File: config.mk
export PLATFORM = sky130hd
export DESIGN_NAME = hazard_controller
export DESIGN_NICKNAME = d
export VERILOG_FILES = /design/src/rtl/hazard_controller.sv
export SDC_FILE = /design/constraint.sdc
export NUM_CORES = 1
export LEC_CHECK = 0
export ABC_CLOCK_PERIOD_IN_PS = 4600
export CAP_MARGIN = 40
export CORE_UTILIZATION = 43
export CTS_CLUSTER_SIZE = 30
export DETAILED_ROUTE_END_ITERATION = 6
export PLACE_DENSITY = 0.82
export SKIP_CTS_REPAIR_TIMING = 1
export SLEW_MARGIN = 0
export SYNTH_ARGS = -nofsm -noshare
export SYNTH_HDL_FRONTEND = slang
export SYNTH_SLANG_ARGS = --single-unit
File: constraint.sdc
create_clock -name clk_i -period 4.6 [get_ports clk_i]
set_input_delay 1.15 -clock clk_i [delete_from_list [all_inputs] [get_ports clk_i]]
set_output_delay 1.15 -clock clk_i [all_outputs]
set_load 0.02 [all_outputs]
File: src/rtl/hazard_controller.sv
// Pipeline hazard controller: operand forwarding, load-use/RAW stalls and jump flushes.
// Build option: define HAZARD_FORWARDING_EN to enable MEM/WB forwarding with one-cycle load-use stalls.
package hazard_pkg;
    typedef enum logic [1:0] {
        FW_SRC_NONE = 2'b00,
        FW_SRC_MEM  = 2'b01,
        FW_SRC_WB   = 2'b10
    } forward_source_e;
endpackage

module hazard_controller
    import hazard_pkg::*;
(
    input  logic            clk_i,
    input  logic            rst_i,
    input  logic [4:0]      id_rs1_addr_i,
    input  logic [4:0]      id_rs2_addr_i,
    input  logic            id_uses_rs1_i,
    input  logic            id_uses_rs2_i,
    input  logic [4:0]      ex_rs1_addr_i,
    input  logic [4:0]      ex_rs2_addr_i,
    input  logic [4:0]      ex_rd_addr_i,
    input  logic            ex_reg_write_i,
    input  logic            ex_mem_read_i,
    input  logic            ex_jump_i,
    input  logic [4:0]      mem_rd_addr_i,
    input  logic            mem_reg_write_i,
    input  logic [4:0]      wb_rd_addr_i,
    input  logic            wb_reg_write_i,
    output forward_source_e rs1_forward_source_o,
    output forward_source_e rs2_forward_source_o,
    output logic            stall_o,
    output logic            bubble_ex_o,
    output logic            flush_id_o,
    output logic [15:0]     stall_count_o
);

    typedef enum logic [1:0] {StRun, StStall, StFlush} state_e;

    state_e      state_q, state_d;
    logic [1:0]  depth_q, depth_d;
    logic [15:0] stall_cnt_q, stall_cnt_d;
    logic [1:0]  hazard_depth;

    function automatic logic producer_match(input logic we, input logic [4:0] rd,
                                            input logic [4:0] r);
        return we && (rd != 5'd0) && (rd == r);
    endfunction

    function automatic logic id_match(input logic we, input logic [4:0] rd,
                                      input logic use1, input logic [4:0] r1,
                                      input logic use2, input logic [4:0] r2);
        return (use1 && producer_match(we, rd, r1)) || (use2 && producer_match(we, rd, r2));
    endfunction

`ifdef HAZARD_FORWARDING_EN
    function automatic forward_source_e fwd_sel(input logic [4:0] r, input logic [4:0] mem_rd,
                                                input logic mem_we, input logic [4:0] wb_rd,
                                                input logic wb_we);
        if (producer_match(mem_we, mem_rd, r)) return FW_SRC_MEM;
        if (producer_match(wb_we, wb_rd, r))   return FW_SRC_WB;
        return FW_SRC_NONE;
    endfunction

    always_comb begin
        rs1_forward_source_o = FW_SRC_NONE;
        rs2_forward_source_o = FW_SRC_NONE;
        if (!rst_i) begin
            rs1_forward_source_o = fwd_sel(ex_rs1_addr_i, mem_rd_addr_i, mem_reg_write_i,
                                           wb_rd_addr_i, wb_reg_write_i);
            rs2_forward_source_o = fwd_sel(ex_rs2_addr_i, mem_rd_addr_i, mem_reg_write_i,
                                           wb_rd_addr_i, wb_reg_write_i);
        end
    end

    // Only a load in EX cannot be forwarded in time; one bubble lets it reach MEM.
    always_comb begin
        hazard_depth = 2'd0;
        if (ex_mem_read_i && id_match(ex_reg_write_i, ex_rd_addr_i, id_uses_rs1_i,
                                      id_rs1_addr_i, id_uses_rs2_i, id_rs2_addr_i)) begin
            hazard_depth = 2'd1;
        end
    end
`else
    logic ex_hit, mem_hit, wb_hit;
    logic unused_inputs;

    assign rs1_forward_source_o = FW_SRC_NONE;
    assign rs2_forward_source_o = FW_SRC_NONE;
    assign unused_inputs = ^{ex_rs1_addr_i, ex_rs2_addr_i, ex_mem_read_i};

    assign ex_hit  = id_match(ex_reg_write_i, ex_rd_addr_i, id_uses_rs1_i, id_rs1_addr_i,
                              id_uses_rs2_i, id_rs2_addr_i);
    assign mem_hit = id_match(mem_reg_write_i, mem_rd_addr_i, id_uses_rs1_i, id_rs1_addr_i,
                              id_uses_rs2_i, id_rs2_addr_i);
    assign wb_hit  = id_match(wb_reg_write_i, wb_rd_addr_i, id_uses_rs1_i, id_rs1_addr_i,
                              id_uses_rs2_i, id_rs2_addr_i);

    // Wait until the nearest producer has written back: EX needs 3 cycles, MEM 2, WB 1.
    always_comb begin
        hazard_depth = 2'd0;
        if (ex_hit) begin
            hazard_depth = 2'd3;
        end else if (mem_hit) begin
            hazard_depth = 2'd2;
        end else if (wb_hit) begin
            hazard_depth = 2'd1;
        end
    end
`endif

    always_comb begin
        state_d = state_q;
        depth_d = depth_q;
        if (ex_jump_i) begin
            state_d = StFlush;
            depth_d = 2'd0;
        end else begin
            case (state_q)
                StRun: begin
                    if (hazard_depth != 2'd0) begin
                        state_d = StStall;
                        depth_d = hazard_depth;
                    end
                end
                StStall: begin
                    depth_d = depth_q - 2'd1;
                    if (depth_q == 2'd1) state_d = StRun;
                end
                StFlush: state_d = StRun;
                default: state_d = StRun;
            endcase
        end
    end

    assign stall_o       = (state_q == StStall) && !ex_jump_i;
    assign flush_id_o    = ex_jump_i && !rst_i;
    assign bubble_ex_o   = stall_o || flush_id_o;
    assign stall_count_o = stall_cnt_q;

    always_comb begin
        stall_cnt_d = stall_cnt_q;
        if (stall_o && (stall_cnt_q != 16'hFFFF)) stall_cnt_d = stall_cnt_q + 16'd1;
    end

    always_ff @(posedge clk_i or posedge rst_i) begin
        if (rst_i) begin
            state_q     <= StRun;
            depth_q     <= 2'd0;
            stall_cnt_q <= 16'd0;
        end else begin
            state_q     <= state_d;
            depth_q     <= depth_d;
            stall_cnt_q <= stall_cnt_d;
        end
    end

endmodule

---- Word level (Yosys, flattened, before mapping) ----
Index checks and enable logic that the tools add are counted.
W data, S select, Z words.
word-level totals
  register bits after elaboration ......... 20
  output and inout port bits .............. 23
  word-level logic and storage cells ...... 58
  bits of input ports ..................... 44
cells by class
  mux-type cells .......................... 10
  reduce and logical (&&, ||, !) cells .... 32
  add/sub/neg operators ................... 2
  eq/ne operators ......................... 11
operators with widths
  cell                     count
  $eq A5 B5 Y1             6
  $logic_and A1 B1 Y1      18
  $add A16 B1 Y16 const B  1
  $ne A16 B16 Y1 const B   1
  $reduce_bool A5 Y1       3
  $mux W2                  7
  $pmux W2 S2              2
  $ne A3 B3 Y1 const B     2
  $eq A2 B1 Y1 const B     2
  $logic_or A1 B1 Y1       4
  $reduce_and A2 Y1        2
  $reduce_bool A3 Y1       1
  $logic_not A1 Y1         2
  $logic_not A2 Y1         1
  $reduce_bool A2 Y1       1
  $sub A2 B1 Y2 const B    1
  $mux W1                  1

---- Logic depth before layout (Yosys ltp) ----
  depth after elaboration ................. 12
  gate-level depth with buffers ........... 7
  mapped depth without buffers ............ 7

---- Worst setup path before layout ----
OpenSTA, ideal clock, no wires.
  path kind ............................... in2out
  start point ............................. input port ex_jump_i
  end point ............................... output port bubble_ex_o
  arrival ................................. 1.777 ns
  cell stages on the path ................. 2
  data required time ...................... 3.450 ns
  buffers on the path ..................... 0
  path slack .............................. 1.673 ns
  cells stage by stage .................... nor2_1 or2_2
between the ends
  longest elaborated chain between the ends .. 3
  elaborated cells between the ends (all ways) .. 4
  classes of those cells .................. 4 x reduce/logical
RTL lines
  element               RTL line  source
  from (decl)           25        input logic ex_jump_i,
  $logic_not A1 Y1      136       assign stall_o = (state_q == StStall) && !ex_jump_i;
  $logic_and A1 B1 Y1   136
  $logic_or A1 B1 Y1 *  138       assign bubble_ex_o = stall_o || flush_id_o;
  to (decl)             33        output logic bubble_ex_o,
Mark *: on every way between the ends. The rest lies on a longest branch, timed or not.

---- Final worst setup path ----
Ends and elaborated chain as after synthesis.

==> Implementation_results.wiki <==
{| class="wikitable"
! Metric !! Value
|-
| Status || finished clean
|-
| H-tree level count || 1
|-
| Drt initial violations || 53
|-
| Clock tree from TritonCTS || yes
|-
| Combinational Power Share || 0.355
|-
| Post-synthesis instance area || 1360 sq um
|-
| Count of endpoints failing hold in the final timing report || 0
|-
| ANT cells || 0
|-
| Core box area || 3030 sq um
|-
| Setup repair after global routing missed its margin || no
|-
| Area growth from synthesis to layout || 41.7%
|-
| Top area cells in the synthesized netlist || sky130_fd_sc_hd__dfrtp_1 37%, sky130_fd_sc_hd__xnor2_1 16%, sky130_fd_sc_hd__xor2_1 13%
|-
| CP Launch Type || input pin
|-
| Inst Count DP || 234
|-
| Number of iterations in the first detailed-routing pass || 4
|-
| Count of clock tree sinks || 20
|-
| Port-buffer cells || 51
|-
| Cell variety after synth || 35
|-
| YS warnings || 0
|-
| Half-perimeter wire length of the detailed placement result || 2770 microns
|-
| Share of power burned in registers || 0.469
|-
| Max-Cap Viols || 0
|-
| Commonest non-fill, non-tap cells in the layout || 51 x sky130_fd_sc_hd__clkdlybuf4s50_1, 25 x sky130_fd_sc_hd__xnor2_1, 20 x sky130_fd_sc_hd__xor2_1, 20 x sky130_fd_sc_hd__dfrtp_1
|-
| Antenna Violating Nets Remaining || 0
|-
| Total congestion overflow after global routing || 0
|-
| Final wirelength || 3430 microns
|-
| Die X || 58.2 microns
|-
| Synth top area share || 0.369
|-
| Sort of element at the end of the critical path || primary output
|-
| Worst clock skew || 0.00197 ns
|-
| Net total in the final layout || 241
|-
| Final Instance Count excl. Fillers || 237
|-
| Drt wl/cell || 14.5 microns
|-
| Sequential fraction of the synthesis area || 0.369
|-
| Highest fanout seen on the critical path || 7
|-
| Top Ports || 67
|-
| Switching portion of total power || 0.323
|-
| Number of antenna violations at the first check in global routing || 0
|-
| Via count of the first global-routing pass || 1305
|-
| Yosys reg bits || 20
|-
| F_max || 0.258 GHz
|-
| Power density of the placed cells || 236 nW/um^2
|-
| Global router's overall resource usage || 0.223
|-
| Global-route wire length before repair || 5820 microns
|-
| Slew HR || 0.510
|-
| Number of placement rows || 20
|-
| Least-Margin Pin Slew || 0.734 ns
|-
| Die Y-Extent || 58.2 microns
|-
| Final weighted congestion of routability-driven global placement || 0.779
|-
| Internal power contribution || 307 uW
|-
| Starting utilization of the core area || 0.448
|-
| Required time reported for the critical path endpoint || 3.45 ns
|-
| Area enclosed by the die boundary || 3390 sq um
|-
| Setup Viol. Count Final || 0
|-
| Via/cell ratio || 5.27
|-
| Power share of the clock group || 0.176
|-
| Clk pin slew, worst setup/hold paths || 0.10 ns
|-
| Clock tree buffer depth || 2
|-
| Leak pwr || 0.000771 uW
|-
| Post-route DRC || 0
|-
| Highest ir drop seen on vdd || 0.194 mV
|-
| Worst setup path class || in2out
|-
| Largest net degree at the start of global routing || 21
|-
| Worst skew pair latency || 0.29 ns
|-
| Count of cells along the worst hold path || 1
|-
| Final max-slew violation count || 0
|-
| Net switching power figure || 146 uW
|-
| Worst min-delay path category || reg2reg
|-
| Data arrival, critical path || 2.73 ns
|-
| Fraction of final layout cells sized beyond drive strength 1 || 0.0363
|-
| Overall via count from detail_route || 1249
|-
| Setup total negative slack || 0 ns
|-
| Cell type contributing the most total cell area after synthesis || sky130_fd_sc_hd__dfrtp_1
|-
| Clock root buffer || sky130_fd_sc_hd__clkbuf_4
|-
| Number of buffers created by CTS || 3
|-
| Minimum clock period after layout || 3.88 ns
|-
| Post-route clock period utilization || 0.843
|-
| Most common cell after layout, fill and taps aside || sky130_fd_sc_hd__clkdlybuf4s50_1
|-
| Gate count after technology mapping || 141
|-
| R2R depth || 7
|-
| Mean post-synth cell area || 9.63 sq um
|}
-- logic make-up after synthesis --
group                    share of synthesized area
flip-flops                                   0.369
XOR/XNOR                                     0.290
adder cells (fa/ha/maj)                     0.0184
buffers and inverters                       0.0359
multiplexers                               0.00829
other                                      0.00276
AND/OR/NAND/NOR                              0.189
AO/OA/AOI/OAI                               0.0866
-- flip-flops by register name (all words and copies together), names as in the netlist --
register and cells:
stall_count_o 16, depth_q 2, state_q 2
-- synth_stat cells (all sizes together) --
| cell | n |
|---|---|
| a2111oi | 1 |
| a211o | 1 |
| a21o | 1 |
| a2bb2oi | 1 |
| a31oi | 1 |
| a32o | 1 |
| a32oi | 1 |
| and2 | 1 |
| and3 | 3 |
| and4 | 1 |
| buf | 4 |
| clkbuf | 1 |
| conb | 1 |
| dfrtp | 20 |
| ha | 2 |
| inv | 4 |
| mux2 | 1 |
| nand2 | 9 |
| nand2b | 1 |
| nand3 | 7 |
| nand4 | 6 |
| nor2 | 9 |
| nor3 | 2 |
| nor4 | 4 |
| o211ai | 1 |
| o21a | 1 |
| o21ai | 2 |
| o221ai | 1 |
| o22ai | 1 |
| o31ai | 1 |
| or2 | 1 |
| or3 | 2 |
| or4 | 3 |
| xnor2 | 25 |
| xor2 | 20 |
-- critical path, cell delays in order --
cell	delay [ns]
sky130_fd_sc_hd__clkdlybuf4s50_1	0.58
sky130_fd_sc_hd__inv_1	0.12
sky130_fd_sc_hd__nor2_1	0.15
sky130_fd_sc_hd__or2_2	0.12
sky130_fd_sc_hd__clkdlybuf4s50_1	0.60
-- through the flow --
| step | hold WS [ns] | setup WS, ns | instance area, sq um | utilization | power (uW) |
|---|---|---|---|---|---|
| after global placement | 0.463 | 0.753 | 1900 | 0.628 | 367 |
| after global routing | 0.516 | 0.625 | 1920 | 0.635 | 483 |
| final | 0.491 | 0.724 | 1920 | 0.635 | 453 |
| after CTS | 0.500 | 0.719 | 1920 | 0.635 | 458 |
| after floorplan | 0.450 | 1.67 | 1370 | - | 293 |
| after detailed placement | 0.475 | 0.722 | 1900 | 0.628 | 377 |
-- final timing paths --
kind	from	to	slack, ns
setup / recovery	ex_jump_i	bubble_ex_o	0.72
hold reg to reg	depth_q[1]	depth_q[1]	0.49
hold / removal	depth_q[1]	depth_q[1]	0.49
min in group asynchronous	rst_i	stall_count_o[12]	1.32
max in group asynchronous	rst_i	stall_count_o[7]	2.82
setup reg to reg	stall_count_o[3]	stall_count_o[13]	2.56
-- power groups by stage --
stage | clock, uW | sequential (uW) | combinational [uW]
2_1_floorplan | 0 | 230 | 63.2
4_1_cts | 82.7 | 213 | 162
6_report | 79.8 | 213 | 161
3_5_place_dp | 0 | 216 | 161
5_1_grt | 89.4 | 216 | 177
3_3_place_gp | 0 | 214 | 154
-- layer usage --
metal,GRT usage,vias to the layer above,part of all wire
met5,0,-,0
met4,0.0782,0,0.013
met3,0.0313,6,0.029
met2,0.386,36,0.50
met1,0.283,613,0.46
li1,-,594,-
-- final cells by class --
type | count | area, sq um
timing repair buffer | 51 | 510
clock buffer | 3 | 22.5
inverter | 4 | 15.0
tap | 44 | 55.1
multi-input combinational | 115 | 820
fill | 260 | 1100
sequential | 20 | 500
Power figures use the tool's default switching activity.
